`config.mk`:
```
export PLATFORM = sky130hd
export DESIGN_NAME = emm_arbiter_flat
export DESIGN_NICKNAME = d
export VERILOG_FILES = /design/src/rtl/emm_arbiter_if.sv /design/src/rtl/emm_arbiter.sv /design/src/flat_wrapper.sv
export SDC_FILE = /design/constraint.sdc
export NUM_CORES = 1
export LEC_CHECK = 0
export BUFFER_PORTS_ARGS = -buffer_cell sky130_fd_sc_hd__buf_2
export CAP_MARGIN = 20
export CORE_AREA = 10 10 117 119
export DETAILED_ROUTE_END_ITERATION = 6
export DIE_AREA = 0 0 127 129
export PLACE_DENSITY = 0.61
export REMOVE_ABC_BUFFERS = 1
export SLEW_MARGIN = 20
export SYNTH_ARGS = -nofsm -noshare
export SYNTH_HDL_FRONTEND = slang
export SYNTH_SLANG_ARGS = --single-unit
```
`constraint.sdc`:
```
create_clock -name clk_i -period 6.5 [get_ports clk_i]
set_input_delay 0.325 -clock clk_i [delete_from_list [all_inputs] [get_ports clk_i]]
set_output_delay 0.325 -clock clk_i [all_outputs]
set_load 0.03 [all_outputs]
```
`src/rtl/emm_arbiter_if.sv`:
```
// Wishbone B4 pipelined bundle for emm_arbiter: NPORTS upstream ports plus one downstream port.
// The "master" modport is the arbiter's own view: it masters the memory bus.
// The "slave" modport is the environment's view: the bus masters and the memory.
interface emm_arbiter_if #(
    parameter int unsigned NPORTS = 2
);
    logic [NPORTS*32-1:0] s_wb_adr_i;
    logic [NPORTS*32-1:0] s_wb_dat_i;
    logic [NPORTS*32-1:0] s_wb_dat_o;
    logic [NPORTS-1:0]    s_wb_we_i;
    logic [NPORTS*4-1:0]  s_wb_sel_i;
    logic [NPORTS-1:0]    s_wb_stb_i;
    logic [NPORTS-1:0]    s_wb_cyc_i;
    logic [NPORTS-1:0]    s_wb_ack_o;
    logic [NPORTS-1:0]    s_wb_stall_o;

    logic [31:0]          m_wb_adr_o;
    logic [31:0]          m_wb_dat_o;
    logic                 m_wb_we_o;
    logic [3:0]           m_wb_sel_o;
    logic                 m_wb_stb_o;
    logic                 m_wb_cyc_o;
    logic [31:0]          m_wb_dat_i;
    logic                 m_wb_ack_i;
    logic                 m_wb_stall_i;

    logic [NPORTS-1:0]    grant_o;

    modport master (
        input  s_wb_adr_i, s_wb_dat_i, s_wb_we_i, s_wb_sel_i, s_wb_stb_i, s_wb_cyc_i,
        output s_wb_dat_o, s_wb_ack_o, s_wb_stall_o,
        output m_wb_adr_o, m_wb_dat_o, m_wb_we_o, m_wb_sel_o, m_wb_stb_o, m_wb_cyc_o,
        input  m_wb_dat_i, m_wb_ack_i, m_wb_stall_i,
        output grant_o
    );

    modport slave (
        output s_wb_adr_i, s_wb_dat_i, s_wb_we_i, s_wb_sel_i, s_wb_stb_i, s_wb_cyc_i,
        input  s_wb_dat_o, s_wb_ack_o, s_wb_stall_o,
        input  m_wb_adr_o, m_wb_dat_o, m_wb_we_o, m_wb_sel_o, m_wb_stb_o, m_wb_cyc_o,
        output m_wb_dat_i, m_wb_ack_i, m_wb_stall_i,
        input  grant_o
    );
endinterface

```
`src/rtl/emm_arbiter.sv`:
```
// N-port pipelined Wishbone B4 arbiter with fixed-priority or round-robin selection.
// The grant is held for a whole cyc; the winning port is passed through combinationally
// and an outstanding-request counter throttles strobes at MAX_OUTSTANDING.
module emm_arbiter #(
    parameter int unsigned NPORTS          = 2,
    parameter int unsigned RR_MODE         = 1,
    parameter int unsigned MAX_OUTSTANDING = 4
) (
    input  logic          clk_i,
    input  logic          rst_ni,
    emm_arbiter_if.master bus
);

    localparam int unsigned IdxW = (NPORTS > 1) ? $clog2(NPORTS) : 1;
    localparam int unsigned CntW = $clog2(MAX_OUTSTANDING + 1);

    typedef enum logic {StIdle, StGrant} state_e;

    state_e            state_q, state_d;
    logic [IdxW-1:0]   g_q, g_d;
    logic [IdxW-1:0]   last_q, last_d;
    logic [CntW-1:0]   cnt_q, cnt_d;

    logic [NPORTS-1:0] req;
    logic [NPORTS-1:0] cand;
    logic [IdxW-1:0]   winner;
    logic              found;
    logic              release_g;
    logic              full;
    logic              m_stb;
    logic              accept;
    logic              ack_ok;
    int unsigned       idx;
    logic [IdxW-1:0]   idx_w;

    assign req       = bus.s_wb_cyc_i & bus.s_wb_stb_i;
    assign full      = (cnt_q == CntW'(MAX_OUTSTANDING));
    assign release_g = (state_q == StGrant) && !bus.s_wb_cyc_i[g_q];
    assign accept    = m_stb && !bus.m_wb_stall_i;
    // Acks with nothing outstanding (stray or post-abort) are swallowed.
    assign ack_ok    = (state_q == StGrant) && bus.m_wb_ack_i && (cnt_q != '0);

    // Candidate set: the releasing port never re-wins in its own release cycle.
    always_comb begin
        cand = req;
        if (release_g) begin
            cand[g_q] = 1'b0;
        end
    end

    // Winner search: lowest index, or upward from last+1 in round-robin mode.
    always_comb begin
        winner = '0;
        found  = 1'b0;
        idx    = 0;
        idx_w  = '0;
        for (int unsigned i = 0; i < NPORTS; i++) begin
            if (RR_MODE != 0) begin
                idx = (32'(last_q) + 32'd1 + i) % NPORTS;
            end else begin
                idx = i;
            end
            idx_w = IdxW'(idx);
            if (!found && cand[idx_w]) begin
                winner = idx_w;
                found  = 1'b1;
            end
        end
    end

    // State register: grant FSM, owner index, round-robin pointer, outstanding count.
    always_ff @(posedge clk_i or negedge rst_ni) begin
        if (!rst_ni) begin
            state_q <= StIdle;
            g_q     <= '0;
            last_q  <= IdxW'(NPORTS - 1);
            cnt_q   <= '0;
        end else begin
            state_q <= state_d;
            g_q     <= g_d;
            last_q  <= last_d;
            cnt_q   <= cnt_d;
        end
    end

    // Next state: grant on any request, hand over on cyc drop, count accepts against acks.
    always_comb begin
        state_d = state_q;
        g_d     = g_q;
        last_d  = last_q;
        cnt_d   = cnt_q;
        unique case (state_q)
            StIdle: begin
                cnt_d = '0;
                if (found) begin
                    state_d = StGrant;
                    g_d     = winner;
                    last_d  = winner;
                end
            end
            StGrant: begin
                if (release_g) begin
                    // Dropping cyc abandons anything still outstanding.
                    cnt_d = '0;
                    if (found) begin
                        g_d    = winner;
                        last_d = winner;
                    end else begin
                        state_d = StIdle;
                    end
                end else if (accept && !ack_ok) begin
                    cnt_d = cnt_q + 1'b1;
                end else if (!accept && ack_ok) begin
                    cnt_d = cnt_q - 1'b1;
                end
            end
            default: state_d = StIdle;
        endcase
    end

    // Outputs: pass the granted port through, stall everyone else.
    always_comb begin
        bus.m_wb_adr_o   = '0;
        bus.m_wb_dat_o   = '0;
        bus.m_wb_we_o    = 1'b0;
        bus.m_wb_sel_o   = '0;
        bus.m_wb_cyc_o   = 1'b0;
        bus.s_wb_dat_o   = '0;
        bus.s_wb_ack_o   = '0;
        bus.s_wb_stall_o = '1;
        bus.grant_o      = '0;
        m_stb            = 1'b0;
        if (state_q == StGrant) begin
            bus.grant_o[g_q]          = 1'b1;
            bus.m_wb_adr_o            = bus.s_wb_adr_i[32*g_q +: 32];
            bus.m_wb_dat_o            = bus.s_wb_dat_i[32*g_q +: 32];
            bus.m_wb_we_o             = bus.s_wb_we_i[g_q];
            bus.m_wb_sel_o            = bus.s_wb_sel_i[4*g_q +: 4];
            bus.m_wb_cyc_o            = bus.s_wb_cyc_i[g_q];
            m_stb                     = bus.s_wb_stb_i[g_q] && !full;
            bus.s_wb_stall_o[g_q]     = bus.m_wb_stall_i || full;
            bus.s_wb_ack_o[g_q]       = ack_ok;
            bus.s_wb_dat_o[32*g_q +: 32] = bus.m_wb_dat_i;
        end
        bus.m_wb_stb_o = m_stb;
    end

endmodule

```
`src/flat_wrapper.sv`:
```
// flat-port wrapper written by rule: the top's interface ports become plain ports
module emm_arbiter_flat 
#(
    parameter int unsigned NPORTS          = 2,
    parameter int unsigned RR_MODE         = 1,
    parameter int unsigned MAX_OUTSTANDING = 4
)
  (clk_i, rst_ni, bus_s_wb_adr_i, bus_s_wb_dat_i, bus_s_wb_we_i, bus_s_wb_sel_i, bus_s_wb_stb_i, bus_s_wb_cyc_i, bus_s_wb_dat_o, bus_s_wb_ack_o, bus_s_wb_stall_o, bus_m_wb_adr_o, bus_m_wb_dat_o, bus_m_wb_we_o, bus_m_wb_sel_o, bus_m_wb_stb_o, bus_m_wb_cyc_o, bus_m_wb_dat_i, bus_m_wb_ack_i, bus_m_wb_stall_i, bus_grant_o);
  emm_arbiter_if #(.NPORTS(NPORTS)) bus_i ();
  input  logic clk_i;
  input  logic rst_ni;
  input wire logic [$bits(bus_i.s_wb_adr_i)-1:0] bus_s_wb_adr_i;
  input wire logic [$bits(bus_i.s_wb_dat_i)-1:0] bus_s_wb_dat_i;
  input wire logic [$bits(bus_i.s_wb_we_i)-1:0] bus_s_wb_we_i;
  input wire logic [$bits(bus_i.s_wb_sel_i)-1:0] bus_s_wb_sel_i;
  input wire logic [$bits(bus_i.s_wb_stb_i)-1:0] bus_s_wb_stb_i;
  input wire logic [$bits(bus_i.s_wb_cyc_i)-1:0] bus_s_wb_cyc_i;
  output wire logic [$bits(bus_i.s_wb_dat_o)-1:0] bus_s_wb_dat_o;
  output wire logic [$bits(bus_i.s_wb_ack_o)-1:0] bus_s_wb_ack_o;
  output wire logic [$bits(bus_i.s_wb_stall_o)-1:0] bus_s_wb_stall_o;
  output wire logic [$bits(bus_i.m_wb_adr_o)-1:0] bus_m_wb_adr_o;
  output wire logic [$bits(bus_i.m_wb_dat_o)-1:0] bus_m_wb_dat_o;
  output wire logic [$bits(bus_i.m_wb_we_o)-1:0] bus_m_wb_we_o;
  output wire logic [$bits(bus_i.m_wb_sel_o)-1:0] bus_m_wb_sel_o;
  output wire logic [$bits(bus_i.m_wb_stb_o)-1:0] bus_m_wb_stb_o;
  output wire logic [$bits(bus_i.m_wb_cyc_o)-1:0] bus_m_wb_cyc_o;
  input wire logic [$bits(bus_i.m_wb_dat_i)-1:0] bus_m_wb_dat_i;
  input wire logic [$bits(bus_i.m_wb_ack_i)-1:0] bus_m_wb_ack_i;
  input wire logic [$bits(bus_i.m_wb_stall_i)-1:0] bus_m_wb_stall_i;
  output wire logic [$bits(bus_i.grant_o)-1:0] bus_grant_o;
  assign bus_i.s_wb_adr_i = bus_s_wb_adr_i;
  assign bus_i.s_wb_dat_i = bus_s_wb_dat_i;
  assign bus_i.s_wb_we_i = bus_s_wb_we_i;
  assign bus_i.s_wb_sel_i = bus_s_wb_sel_i;
  assign bus_i.s_wb_stb_i = bus_s_wb_stb_i;
  assign bus_i.s_wb_cyc_i = bus_s_wb_cyc_i;
  assign bus_s_wb_dat_o = bus_i.s_wb_dat_o;
  assign bus_s_wb_ack_o = bus_i.s_wb_ack_o;
  assign bus_s_wb_stall_o = bus_i.s_wb_stall_o;
  assign bus_m_wb_adr_o = bus_i.m_wb_adr_o;
  assign bus_m_wb_dat_o = bus_i.m_wb_dat_o;
  assign bus_m_wb_we_o = bus_i.m_wb_we_o;
  assign bus_m_wb_sel_o = bus_i.m_wb_sel_o;
  assign bus_m_wb_stb_o = bus_i.m_wb_stb_o;
  assign bus_m_wb_cyc_o = bus_i.m_wb_cyc_o;
  assign bus_i.m_wb_dat_i = bus_m_wb_dat_i;
  assign bus_i.m_wb_ack_i = bus_m_wb_ack_i;
  assign bus_i.m_wb_stall_i = bus_m_wb_stall_i;
  assign bus_grant_o = bus_i.grant_o;
  emm_arbiter #(.NPORTS(NPORTS), .RR_MODE(RR_MODE), .MAX_OUTSTANDING(MAX_OUTSTANDING)) u_core (.clk_i(clk_i), .rst_ni(rst_ni), .bus(bus_i));
endmodule
```
**After elaboration in Yosys (flattened, before gate mapping)**

Index checks and enable logic that the tools add are counted.

- Add/subtract/negate cells: 5
- Shift-type cells: 5
- Eq/ne operators: 3
- Reductions and logical operators: 17
- Magnitude comparators: 4
- Bitwise gates (word level): 7
- Muxes and demuxes: 40

Operator list:

| kind | count |
|---|---|
| 64-bit by 7-bit indexed part select with 32-bit output | 2 |
| 64-bit AND | 1 |
| 32-bit two-way mux | 2 |
| 64-bit two-way mux | 1 |
| 32-bit by 34-bit variable shift with 64-bit output (first input constant) | 1 |
| 32-bit by 34-bit indexed part select with 64-bit output | 1 |
| 6-bit negation with 34-bit output | 1 |
| 1-bit two-way mux | 24 |
| 1-bit logical AND | 9 |
| 3-bit two-way mux | 3 |
| 2-bit two-way mux | 4 |
| 8-bit by 4-bit indexed part select with 4-bit output | 1 |
| 2-bit AND | 3 |
| 1-bit logical NOT | 6 |
| 1-bit by 2-bit < comparator with 1-bit output (second input constant) | 3 |
| 1-bit one-hot mux with 2 select lines | 3 |
| 3-bit one-hot mux with 2 select lines | 1 |
| 4-bit two-way mux | 1 |
| 4-bit != test (second input constant) | 1 |
| 3-bit by 1-bit adder with 3-bit output (second input constant) | 1 |
| 3-bit equality test (second input constant) | 1 |
| 3-bit nonzero test | 1 |
| 3-bit by 1-bit subtractor with 3-bit output (second input constant) | 1 |
| 1-bit adder (second input constant) | 2 |
| 7 further kinds | 7 |

- Input port bits: 178
- Flip-flop bits (word level): 6
- Output and inout bits: 141
- Word-level logic and storage cells: 85

**Logic depth before layout (Yosys ltp)**

Gate-level depths: netlist (run 1).

- Depth after elaboration: 16
- Mapped depth: 10
- Depth with buffers taken out: 8

**Worst setup path before layout (run 1)**

No wires, ideal clock.

- Path kind: register -> register
- Start point: register u_core.g_q
- End point: register u_core.cnt_q[2]
- Required time: 6423 ps
- Setup slack: 4130 ps
- Cell stages (with the launch flop): 11
- Data arrival time: 2293 ps
- Library setup time: 77 ps
- Buffers on the path: 2
- Cell sequence: dfrtp_1 -> buf_6 -> buf_6 -> and2_4 -> a22oi_2 -> nor3_2 -> ha_1 -> fa_1 -> xnor2_1 -> or3_1 -> a21oi_1

- Word-level cells in the longest chain between the ends: 9
- Elaborated cells on any way between the ends: 16
- Those cells by class: 1 x eq/ne; 8 x mux; 7 x reduce/logical

Ends and longest elaborated chain:

| item | line | RTL |
|---|---|---|
| from (decl) | emm_arbiter.sv:20 | `logic [IdxW-1:0] g_q, g_d;` |
| from (signal assigned) | emm_arbiter.sv:80 | `g_q <= g_d;` |
| 1-bit two-way mux (implied by the code) (2 in series) | emm_arbiter.sv:140 | `m_stb = bus.s_wb_stb_i[g_q] && !full;` |
| 1-bit logical AND | emm_arbiter.sv:140 |  |
| 1-bit two-way mux | emm_arbiter.sv:133 | `if (state_q == StGrant) begin` |
| 1-bit logical AND | emm_arbiter.sv:39 | `assign accept = m_stb && !bus.m_wb_stall_i;` |
| 1-bit logical AND | emm_arbiter.sv:111 | `end else if (accept && !ack_ok) begin` |
| 3-bit two-way mux | emm_arbiter.sv:111 |  |
| 3-bit two-way mux | emm_arbiter.sv:102 | `if (release_g) begin` |
| 3-bit one-hot mux with 2 select lines | emm_arbiter.sv:92 | `unique case (state_q)` |
| to (signal assigned) | emm_arbiter.sv:82 | `cnt_q <= cnt_d;` |
| to (decl) | emm_arbiter.sv:22 | `logic [CntW-1:0] cnt_q, cnt_d;` |

Parallel ways exist; a longest one is shown, timed or not. The select of a mux whose other input is x is not followed.
A chain may end at the register's enable or synchronous reset.

**Final worst setup path (run 1)**

- Start point: register u_core.state_q
- End point: register u_core.cnt_q[2]

- Word-level cells in the longest chain between the ends: 7
- Elaborated cells on any way between the ends: 14
- Those cells by class: 1 x eq/ne; 4 x mux; 1 x bitwise; 8 x reduce/logical

Ends and longest elaborated chain:

| item | line | RTL |
|---|---|---|
| from (decl) | emm_arbiter.sv:19 | `state_e state_q, state_d;` |
| from (signal assigned) | emm_arbiter.sv:74 | `state_q <= StIdle;` |
| from (signal assigned) | emm_arbiter.sv:79 | `state_q <= state_d;` |
| 1-bit logical AND (2 in series) | emm_arbiter.sv:41 | `assign ack_ok = (state_q == StGrant) && bus.m_wb_ack_i && (cnt_q != '0);` |
| 1-bit logical NOT | emm_arbiter.sv:111 |  |
| 1-bit logical AND | emm_arbiter.sv:111 |  |
| 3-bit two-way mux | emm_arbiter.sv:111 |  |
| 3-bit two-way mux | emm_arbiter.sv:102 |  |
| 3-bit one-hot mux with 2 select lines | emm_arbiter.sv:92 |  |

Parallel ways exist; a longest one is shown, timed or not.

==> metrics.cfg, run 1 <==
[cts]
cts.repair_timing.setup_buffer_count = 0
resized_after_cts = 0
clkLatencyLatePin_ns = 0.23
clkSlewWorstSetupHoldPaths_ns = 0.04
cts_root_buf = clkbuf_16
cts_hold_repair.buffers = 1
tritoncts_clock_tree = built
htree_levels = 1
cts_made_buffers = 3
clock-sinks = 6
clk_path_buf_depth = 2

[logic_synthesis]
synth_top_family_by_area = simple AND/OR/NAND/NOR gates
post_synth_fa_ha_maj_area_fraction = 0.0156
synth-xor-area-share = 0.00840
post_syn_area_per_cell_sq_um = 7.58
synth.yosys.warnings = 0
synth_mux_area_frac = 0.338
postSynthRegisterBits = 6
synth.yosys.seq_area_share = 0.0726
synth.lib_cells_used.distinct = 33
syn-instance-count = 275
post_synth_instance_area_sq_mm = 0.00209
synth-simple-area-share = 0.452
synth_area_in_compound_gates = 0.0330

[final_layout]
mostFrequentLayoutCells = buf_2 (318), mux2i_1 (69), nor2b_1 (69), and3_1 (32), and2_1 (32)
finish.utilization = 0.337
layout-drive-gt1-share = 0.579
final_common_cell = buf_2
areaGrowthSynthToFinish_pct = 83.1
final_cell_count_no_fill = 717
finish.net_count = 754

[setup_path]
critPathArrivalTime_ns = 3.44
critical_path.endpoint_type = register
crit_start = u_core.state_q
critPathMaxFanout = 62
path_depth_of_the_worst_reg2reg_path = 9
reg2reg_slack_ns = 3.21
regToRegEndpoint = u_core.cnt_q[2]
setup.worst_path.class = reg -> reg
critPathRequiredTime_ns = 6.65
timing.rr.start = u_core.state_q
worstSetupEndpoint = u_core.cnt_q[2]
startpoint_class = register

[power_and_ir_drop]
power_density_mw_per_mm2 = 279
power.ir.vdd_worst_uv = 196
static-leakage-power_nw = 2.47
total_power_mw = 1.06

[sta]
final-setup-viol-count = 0
tightest_slew_ns = 0.826
finalHoldViolations = 0
fin_crit_sh = 0.506
timing.max_slew.rel_slack = 0.449
timing.fmax_mhz = 304
fin_tns_setup_ns = 0
min_period_ns = 3.29
final.setup_skew_ns = 0.00308
rsz0062_at_grt = false
final-max-slew-violation-count = 0

[route]
dr_total_vias = 2966
drt-total-wl_um = 11800
drtPass1Iterations = 4
route.detailed.drc = 0
detail_route.vias_per_cell = 4.14
avgRoutedWirePerCell_um = 16.5
ant_nets = 0
drt_iter0_markers = 128

[floorplan]
height_of_the_die_um = 129
die_x_um = 127
std_cell_rows = 39
die-area_sq_mm = 0.0164
boundary_pin_count = 319
floorplan.initialDensity = 0.184
core_region_area_sq_mm = 0.0113

[placement]
place_congestion = 0.802
io_buffer_count = 318
dpl.cell_count = 711
dp.final_hpwl_um = 10500

[grt]
grt_start_max_net_pins = 63
gr-total-overflow = 0
antenna_found_initial = 3
grt_pass1_wl_um = 17200
first_global_vias = 3075
groute.usage.overall = 0.127

[min_path]
whs_path_depth = 3
worstHoldPathType = in -> reg

[outcome]
run_status = complete, no violations

[flow_run]
max_cap_viol_count = 0

where the power goes:
part	total [mW]	leakage (nW)	switching, mW	internal [mW]
sequential	0.103	0.0725	0.0541	0.0494
clock	0.104	0.0382	0.0226	0.0815
combinational	0.856	2.36	0.545	0.312
total	1.06	2.47	0.621	0.443
Yosys cell counts, drive strengths merged:
| library cell | n | share of area |
|---|---|---|
| a21oi | 4 | 0.0096 |
| and3 | 32 | 0.096 |
| a22oi | 1 | 0.0060 |
| a2bb2oi | 1 | 0.0042 |
| fa | 1 | 0.0096 |
| clkbuf | 15 | 0.027 |
| o311ai | 1 | 0.0042 |
| dfrtp | 5 | 0.060 |
| xor2 | 1 | 0.0042 |
| dfstp | 1 | 0.013 |
| nor2 | 7 | 0.013 |
| o22ai | 1 | 0.0030 |
| nand2b | 1 | 0.0030 |
| and2 | 33 | 0.10 |
| buf | 12 | 0.044 |
| nand3 | 2 | 0.0048 |
| mux2i | 69 | 0.33 |
| mux2 | 1 | 0.0072 |
| ha | 1 | 0.0060 |
| nor2b | 70 | 0.21 |
| inv | 5 | 0.0090 |
| nand2 | 5 | 0.010 |
| or3 | 1 | 0.0030 |
| o21a | 1 | 0.0036 |
| o21ai | 1 | 0.0024 |
| nor3b | 1 | 0.0036 |
| xnor2 | 1 | 0.0042 |
| nor3 | 1 | 0.0048 |
metrics by stage:
step | hold WS, ns | setup WS, ns | cell area, sq um
2_1_floorplan | 0.0294 | 1.53 | 1940
3_3_place_gp | 0.158 | 3.14 | 3730
3_5_place_dp | 0.156 | 3.14 | 3730
4_1_cts | 0.377 | 3.14 | 3820
5_1_grt | 0.418 | 2.83 | 3820
6_report | 0.381 | 3.21 | 3820
worst max-delay path: stages, from the launching register on:
cell,delay (ns)
dfrtp_2,0.89
buf_4,0.46
nor2b_4,0.62
a22oi_2,0.13
nor3_2,0.14
ha_1,0.22
fa_1,0.20
xnor2_1,0.07
or3_1,0.31
a21oi_1,0.14
routing by layer:
metal	vias up	GRT usage	part of all wire
li1	1521	-	-
met1	1262	0.129	0.35
met2	173	0.226	0.50
met3	8	0.0747	0.14
met4	2	0.0141	0.0044
met5	-	0	0.0011
flip-flops by register name, indices dropped and copies added, names as in the netlist:
register,cells
u_core.cnt_q,3
u_core.g_q,1
u_core.last_q,1
u_core.state_q,1
cell families after synthesis:
logic type,count (synthesis)
AO/OA/AOI/OAI,10
adder cells (fa/ha/maj),2
multiplexers,70
AND/OR/NAND/NOR,153
buffers and inverters,32
XOR/XNOR,2
flip-flops,6
worst min-delay path by stage:
stage / start / to / slack (ns)
floorplan: rst_ni / u_core.cnt_q[0] / 0.03
global placement: rst_ni / u_core.g_q / 0.16
detailed placement: rst_ni / u_core.g_q / 0.16
CTS: bus_s_wb_cyc_i[0] / u_core.last_q / 0.38
global route: bus_s_wb_stb_i[1] / u_core.last_q / 0.42
finish: bus_s_wb_cyc_i[0] / u_core.last_q / 0.38
cell type report:
type | count | area [sq um]
Antenna cell | 1 | 2.50
Clock buffer | 4 | 78.8
Fill cell | 1253 | 7500
Inverter | 5 | 18.8
Multi-Input combinational cell | 237 | 1770
Sequential cell | 6 | 156
Tap cell | 143 | 179
Timing Repair Buffer | 321 | 1620
Power figures use the tool's default switching activity.
==> run 2, diff against run 1 <==
Settings changed: CORE_AREA 10 10 117 119 to 10 10 114 116, DIE_AREA 0 0 127 129 to 0 0 124 126, PLACE_DENSITY 0.61 to 0.64.
Clock period 6.5 ns to 3.08 ns, I/O delays scaled along.
==> metrics.cfg, run 2 (synthesized netlist as in run 1, its figures left out) <==
[outcome]
run_status = complete, no violations

[final_layout]
final_common_cell = buf_2
final_cell_count_no_fill = 715  ; -0.28%
largest_reg_flops = 3  ; unchanged
insertedDiodeCount = 0  ; -1
mostFrequentLayoutCells = buf_2 (318), mux2i_1 (69), nor2b_1 (69), and3_1 (32), and2_1 (32)
finish.utilization = 0.356  ; +0.0185
post-route-cell-area_sq_mm = 0.00381  ; -0.33%
finish.net_count = 756  ; +0.27%
layout-drive-gt1-share = 0.581  ; +0.00146
top_register = u_core.cnt_q
areaGrowthSynthToFinish_pct = 82.5

[sta]
rsz0062_at_grt = false
final-setup-viol-count = 0  ; unchanged
tightest_slew_ns = 0.683  ; -0.143 ns
fin_crit_sh = 0.738  ; +0.232
final-max-slew-violation-count = 0  ; unchanged
final.setup_skew_ns = 0.00803  ; +0.00496 ns
timing.fmax_mhz = 440  ; +45%
timing.max_slew.rel_slack = 0.544  ; +0.0952
final.hold.worst_slack_ns = 0.217  ; -0.164 ns
finalHoldViolations = 0  ; unchanged
min_period_ns = 2.27  ; -1.02 ns
fin_tns_setup_ns = 0  ; unchanged
setup_slack_ns = 0.807  ; -2.40 ns

[floorplan]
floorplan.initialDensity = 0.195  ; +0.0107
core_region_area_sq_mm = 0.0107  ; -5.5%
boundary_pin_count = 319  ; unchanged
die_x_um = 124  ; -2.4%
std_cell_rows = 38  ; -2.6%
height_of_the_die_um = 126  ; -2.3%
die-area_sq_mm = 0.0156  ; -4.6%

[route]
drt_iter0_markers = 78  ; -39%
drt-total-wl_um = 11100  ; -6.0%
avgRoutedWirePerCell_um = 15.5  ; -5.7%
ant_nets = 0  ; unchanged
detail_route.vias_per_cell = 4.14  ; about the same
drtPass1Iterations = 4  ; unchanged
route.detailed.drc = 0  ; unchanged
dr_total_vias = 2960  ; -0.20%

[cts]
clock-sinks = 6  ; unchanged
cts_root_buf = clkbuf_8
clkLatencyLatePin_ns = 0.23  ; about the same
tritoncts_clock_tree = built
clkSlewWorstSetupHoldPaths_ns = 0.04  ; about the same
cts_made_buffers = 3  ; unchanged
clk_path_buf_depth = 2  ; unchanged
resized_after_cts = 0  ; unchanged
cts.repair_timing.setup_buffer_count = 0  ; unchanged
htree_levels = 1  ; unchanged

[power_and_ir_drop]
static-leakage-power_nw = 2.47  ; about the same
power_density_mw_per_mm2 = 569  ; +100%
cell_internal_pwr_mw = 0.868  ; +96%
total_power_mw = 2.16  ; +100%
power.ir.vdd_worst_uv = 330  ; +68%
power_switching_share = 0.599  ; +0.0150
power_frac_comb = 0.885  ; +0.080
net-switching-power_mw = 1.30  ; +110%
sequentialPowerShare = 0.058  ; -0.039
p_clk_frac = 0.058  ; -0.040

[setup_path]
critical_path.endpoint_type = register
critPathRequiredTime_ns = 3.23  ; -3.42 ns
critical-path-slowest-cell = dfrtp_4
setup.worst_path.class = reg -> reg
cpPeakStageDelay_ns = 0.50  ; -0.39 ns
critPathMaxFanout = 3  ; -95%
critPathArrivalTime_ns = 2.42  ; -1.02 ns
worstPathCellList = and2_4, a22oi_2, nor3_2, ha_1, fa_1, xnor2_1, or3_1, a21oi_1
startpoint_class = register

[placement]
dpl.cell_count = 710  ; -0.14%
detailed_place.area_sq_mm = 0.00375  ; +0.64%
dp_worst_setup_slack_ns = 0.796  ; -2.35 ns
io_buffer_count = 318  ; unchanged
dp.final_hpwl_um = 9550  ; -8.8%
place_congestion = 0.779  ; -2.9%

[flow_run]
max_cap_viol_count = 0  ; unchanged

[grt]
grt_start_max_net_pins = 108  ; +71%
grt_pass1_wl_um = 16400  ; -4.8%
antenna_found_initial = 0  ; -3
groute.usage.overall = 0.126  ; -0.000370
first_global_vias = 3224  ; +4.8%
gr-total-overflow = 0  ; unchanged

[min_path]
worstHoldPathType = in -> reg

-- run 2: cell count changes in the layout (fill, tap and decap cells not counted), sizes merged --
| cell | delta |
|---|---|
| buf | +2 |
| diode | -1 |
-- run 2: power by group through the flow --
stage	Sequential (mW)	Combinational (mW)	Clock [mW]
after global placement	0.125	1.93	0
after CTS	0.125	1.94	0.130
after floorplan	0.258	1.28	0
after detailed placement	0.126	1.94	0
after global routing	0.129	2.06	0.133
final	0.125	1.91	0.125
-- run 2: area by class of cell --
class	count	area [sq um]
Fill cell	1177	6890
Multi-Input combinational cell	237	1770
Timing Repair Buffer	323	1640
Tap cell	140	175
Sequential cell	6	156
Clock buffer	4	45.0
Inverter	5	18.8
-- run 2: critical path, delay by kind of cell, from the launching register on --
family | cells | cell delay [ns]
and+or+nand+nor | 3 | 0.54
adders and majority gates | 2 | 0.67
xor gates and xnor gates | 1 | 0.14
AOI/OAI and AO/OA | 2 | 0.35
DFF | 1 | 0.50
-- run 2: what timing repair did --
action	CTS	global route
hold endpoints to repair	6	0
setup endpoints to repair	0	0
hold buffers	1	0
-- run 2: worst paths after layout --
path	startpoint	to	slack [ns]	cells after the start
min in group asynchronous	rst_ni	u_core.cnt_q[2]	0.29	2
min	bus_s_wb_stb_i[0]	u_core.state_q	0.22	3
max	u_core.g_q	u_core.cnt_q[2]	0.81	8
max reg2reg	u_core.g_q	u_core.cnt_q[2]	0.81	8
min reg2reg	u_core.last_q	u_core.last_q	0.50	2
max in group asynchronous	rst_ni	u_core.last_q	2.56	2
-- run 2: metal layers --
layer | share of wire | GRT usage | up-vias
met1 | 0.33 | 0.124 | 1262
met3 | 0.13 | 0.0460 | 8
li1 | - | - | 1530
met5 | 0 | 0 | -
met4 | 0.0092 | 0.0203 | 0
met2 | 0.53 | 0.245 | 160
==> run 3, diff against run 2 <==
Settings changed: ABC_AREA from default to 1, CORE_AREA 10 10 114 116 to 10 10 115 117, DIE_AREA 0 0 124 126 to 0 0 125 127, PLACE_DENSITY 0.64 to 0.6.
Clock period 3.08 ns to 2 ns, I/O delays scaled along.
==> metrics.cfg, run 3 <==
[logic_synthesis]
biggest_area_contributors_in_the_synthesized_netlist = a22o_1 (39%), nor2_1 (18%), inv_1 (10%)
synth_mux_area_frac = 0  ; -0.338
post_synth_instance_area_sq_mm = 0.00155  ; -26%
synth.yosys.warnings = 0  ; unchanged
synth.lib_cells_used.distinct = 20  ; -39%
post_syn_area_per_cell_sq_um = 6.19  ; -18%
post_synth_fa_ha_maj_area_fraction = 0.0210  ; +0.00542
post_synth_most_frequent_cells = nor2_1 (73), a22o_1 (69), inv_1 (43)
syn-instance-count = 250  ; -9.1%
yosysMostFrequentCell = nor2_1
yosysTopAreaCellShare = 0.390  ; +0.0593
postSynthRegisterBits = 6  ; unchanged
synth-simple-area-share = 0.276  ; -0.176
synth_area_in_compound_gates = 0.394  ; +0.361
synth-edff-count = 0  ; unchanged
synth_top_area_cell = a22o_1
synth-xor-area-share = 0  ; -0.00840
top_ff_cell_synth = dfrtp_1
synth_top_family_by_area = compound AO/OA/AOI/OAI gates
ys_async_sr_fraction = 1.00  ; unchanged
synth.yosys.seq_area_share = 0.0978  ; +0.0252

[cts]
clkSlewWorstSetupHoldPaths_ns = 0.03  ; about the same
clkLatencyLatePin_ns = 0.23  ; about the same
tritoncts_clock_tree = built
clock-sinks = 6  ; unchanged
cts_made_buffers = 3  ; unchanged
htree_levels = 1  ; unchanged
clk_path_buf_depth = 2  ; unchanged
cts_root_buf = clkbuf_16

[grt]
groute.usage.overall = 0.145  ; +0.0189
grt_start_max_net_pins = 72  ; -33%
grt_pass1_wl_um = 18500  ; +13%
gr-total-overflow = 0  ; unchanged
first_global_vias = 2853  ; -12%
antenna_found_initial = 2  ; +2

[setup_path]
critical_path.endpoint_type = output port
crit_start = u_core.g_q
timing.rr.start = u_core.cnt_q[0]
critPathArrivalTime_ns = 1.78  ; -0.64 ns
setup.worst_path.class = reg -> out
startpoint_class = register
critPathRequiredTime_ns = 1.90  ; -1.33 ns
critPathMaxFanout = 71  ; +68
path_depth_of_the_worst_reg2reg_path = 8  ; unchanged
regToRegEndpoint = u_core.cnt_q[1]
reg2reg_slack_ns = 0.15  ; -0.66 ns
worstSetupEndpoint = bus_m_wb_sel_o[1]

[placement]
dp.final_hpwl_um = 11500  ; +20%
dp_worst_setup_slack_ns = 0.0620  ; -0.734 ns
place_congestion = 0.820  ; +5.2%
io_buffer_count = 318  ; unchanged
detailed_place.area_sq_mm = 0.00323  ; -14%

[sta]
final.setup_skew_ns = 0.00445  ; -0.00358 ns
timing.fmax_mhz = 532
rsz0062_at_grt = false
finalHoldViolations = 0  ; unchanged
final-max-slew-violation-count = 0  ; unchanged
min_period_ns = 1.88
timing.max_slew.rel_slack = 0.650  ; +0.105
final-setup-viol-count = 0  ; unchanged
fin_crit_sh = 0.941
setup_slack_ns = 0.119  ; -0.688 ns
tightest_slew_ns = 0.526  ; -0.158 ns

[route]
drt-total-wl_um = 13100  ; +18%
route.detailed.drc = 0  ; unchanged
dr_total_vias = 2912  ; -1.6%
drt_iter0_markers = 247  ; +220%
ant_nets = 0  ; unchanged
detail_route.vias_per_cell = 4.14  ; about the same
drtPass1Iterations = 4  ; unchanged
avgRoutedWirePerCell_um = 18.7  ; +20%

[final_layout]
multi_input_comb_area_sq_mm = 0.00108  ; -39%
seq_area_sq_um = 153  ; -2.4%
top_register = u_core.cnt_q
finish.net_count = 741  ; -2.0%
mostFrequentLayoutCells = buf_2 (318), nor2_1 (73), a22o_1 (69), inv_1 (43), nand2_1 (17)
final_common_cell = buf_2
finish.utilization = 0.300  ; -0.0556
areaGrowthSynthToFinish_pct = 116
largest_reg_flops = 3  ; unchanged
fillCellCount = 1256  ; +6.7%
post-route-cell-area_sq_mm = 0.00334  ; -12%
layout-drive-gt1-share = 0.602  ; +0.0209

[power_and_ir_drop]
static-leakage-power_nw = 2.31  ; -6.6%
power.ir.vdd_worst_uv = 596  ; +81%
power_density_mw_per_mm2 = 1170  ; +110%
total_power_mw = 3.91  ; +80%

[outcome]
run_status = complete, no violations

[floorplan]
height_of_the_die_um = 127  ; +0.79%
core_region_area_sq_mm = 0.0111  ; +4.0%
std_cell_rows = 39  ; +2.6%
die-area_sq_mm = 0.0159  ; +1.6%
boundary_pin_count = 319  ; unchanged
floorplan.initialDensity = 0.139  ; -0.0559
die_x_um = 125  ; +0.81%

[min_path]
hold_start = bus_s_wb_stb_i[1]
worstHoldPathType = in -> reg

[flow_run]
max_cap_viol_count = 0  ; unchanged

run 3: cell count changes in the layout (fill, tap and decap cells not counted), moves of 13 or more:
cell and change:
inv_1 +38, nand2_1 +13, and3_1 -32, nor2b_1 -69
mux2i_1 -69, and2_1 -32, nor2_1 +66, a22o_1 +69
run 3: how the worst min path moves through the flow:
stage | end | slack, ns | depth (start not counted)
after detailed placement | u_core.g_q | -0.06 | 1
after global placement | u_core.state_q | -0.07 | 1
after CTS | u_core.state_q | 0.18 | 3
after global routing | u_core.state_q | 0.22 | 3
final | u_core.state_q | 0.18 | 3
after floorplan | u_core.cnt_q[0] | -0.20 | 0
run 3: timing repair:
| action | CTS | global route |
|---|---|---|
| setup buffers | 0 | 0 |
| hold endpoints to repair | 6 | 0 |
| gates resized for setup | 2 | 4 |
| setup endpoints to repair | 30 | 38 |
| gates cloned | 0 | 0 |
| hold buffers | 1 | 0 |
run 3: layout make-up:
cell class,instances,area share
flip-flops and latches,6,0.0457
diodes,1,0.000749
inverters,46,0.0517
clock buffers,4,0.0236
repair buffers,326,0.502
multi-input cells,178,0.322
well taps,143,0.0536
run 3: routing by layer:
| layer | vias to the layer above | wire (um) | global-route usage |
|---|---|---|---|
| li1 | 1464 | - | - |
| met1 | 1272 | 5150 | 0.174 |
| met2 | 161 | 6530 | 0.253 |
| met3 | 11 | 1370 | 0.0484 |
| met4 | 4 | 90 | 0.0196 |
| met5 | - | 17 | 0 |
run 3: critical path, cell delays in order (launching register included):
cell and delay (ns):
dfrtp_2 0.43, inv_2 0.08, nand2_2 0.06, inv_2 0.06, buf_6 0.41, a22o_1 0.26, buf_2 0.23
run 3: logic make-up after synthesis:
kind of cell,after synthesis
adder cells (fa/ha/maj),2
buffers and inverters,66
AND/OR/NAND/NOR,106
flip-flops,6
AO/OA/AOI/OAI,70
run 3: report_power, final:
| part | switching, mW | internal, mW |
|---|---|---|
| clock | 0.0765 | 0.265 |
| sequential | 0.0305 | 0.157 |
| combinational | 2.37 | 1.00 |
| total | 2.48 | 1.43 |
run 3: stage by stage:
step / hold WS, ns / cells / TNS [ns]
2_1_floorplan: -0.196 / 230 / -4.16
3_3_place_gp: -0.0657 / 698 / 0
3_5_place_dp: -0.0643 / 698 / 0
4_1_cts: 0.176 / 703 / 0
5_1_grt: 0.222 / 703 / 0
6_report: 0.178 / 704 / 0
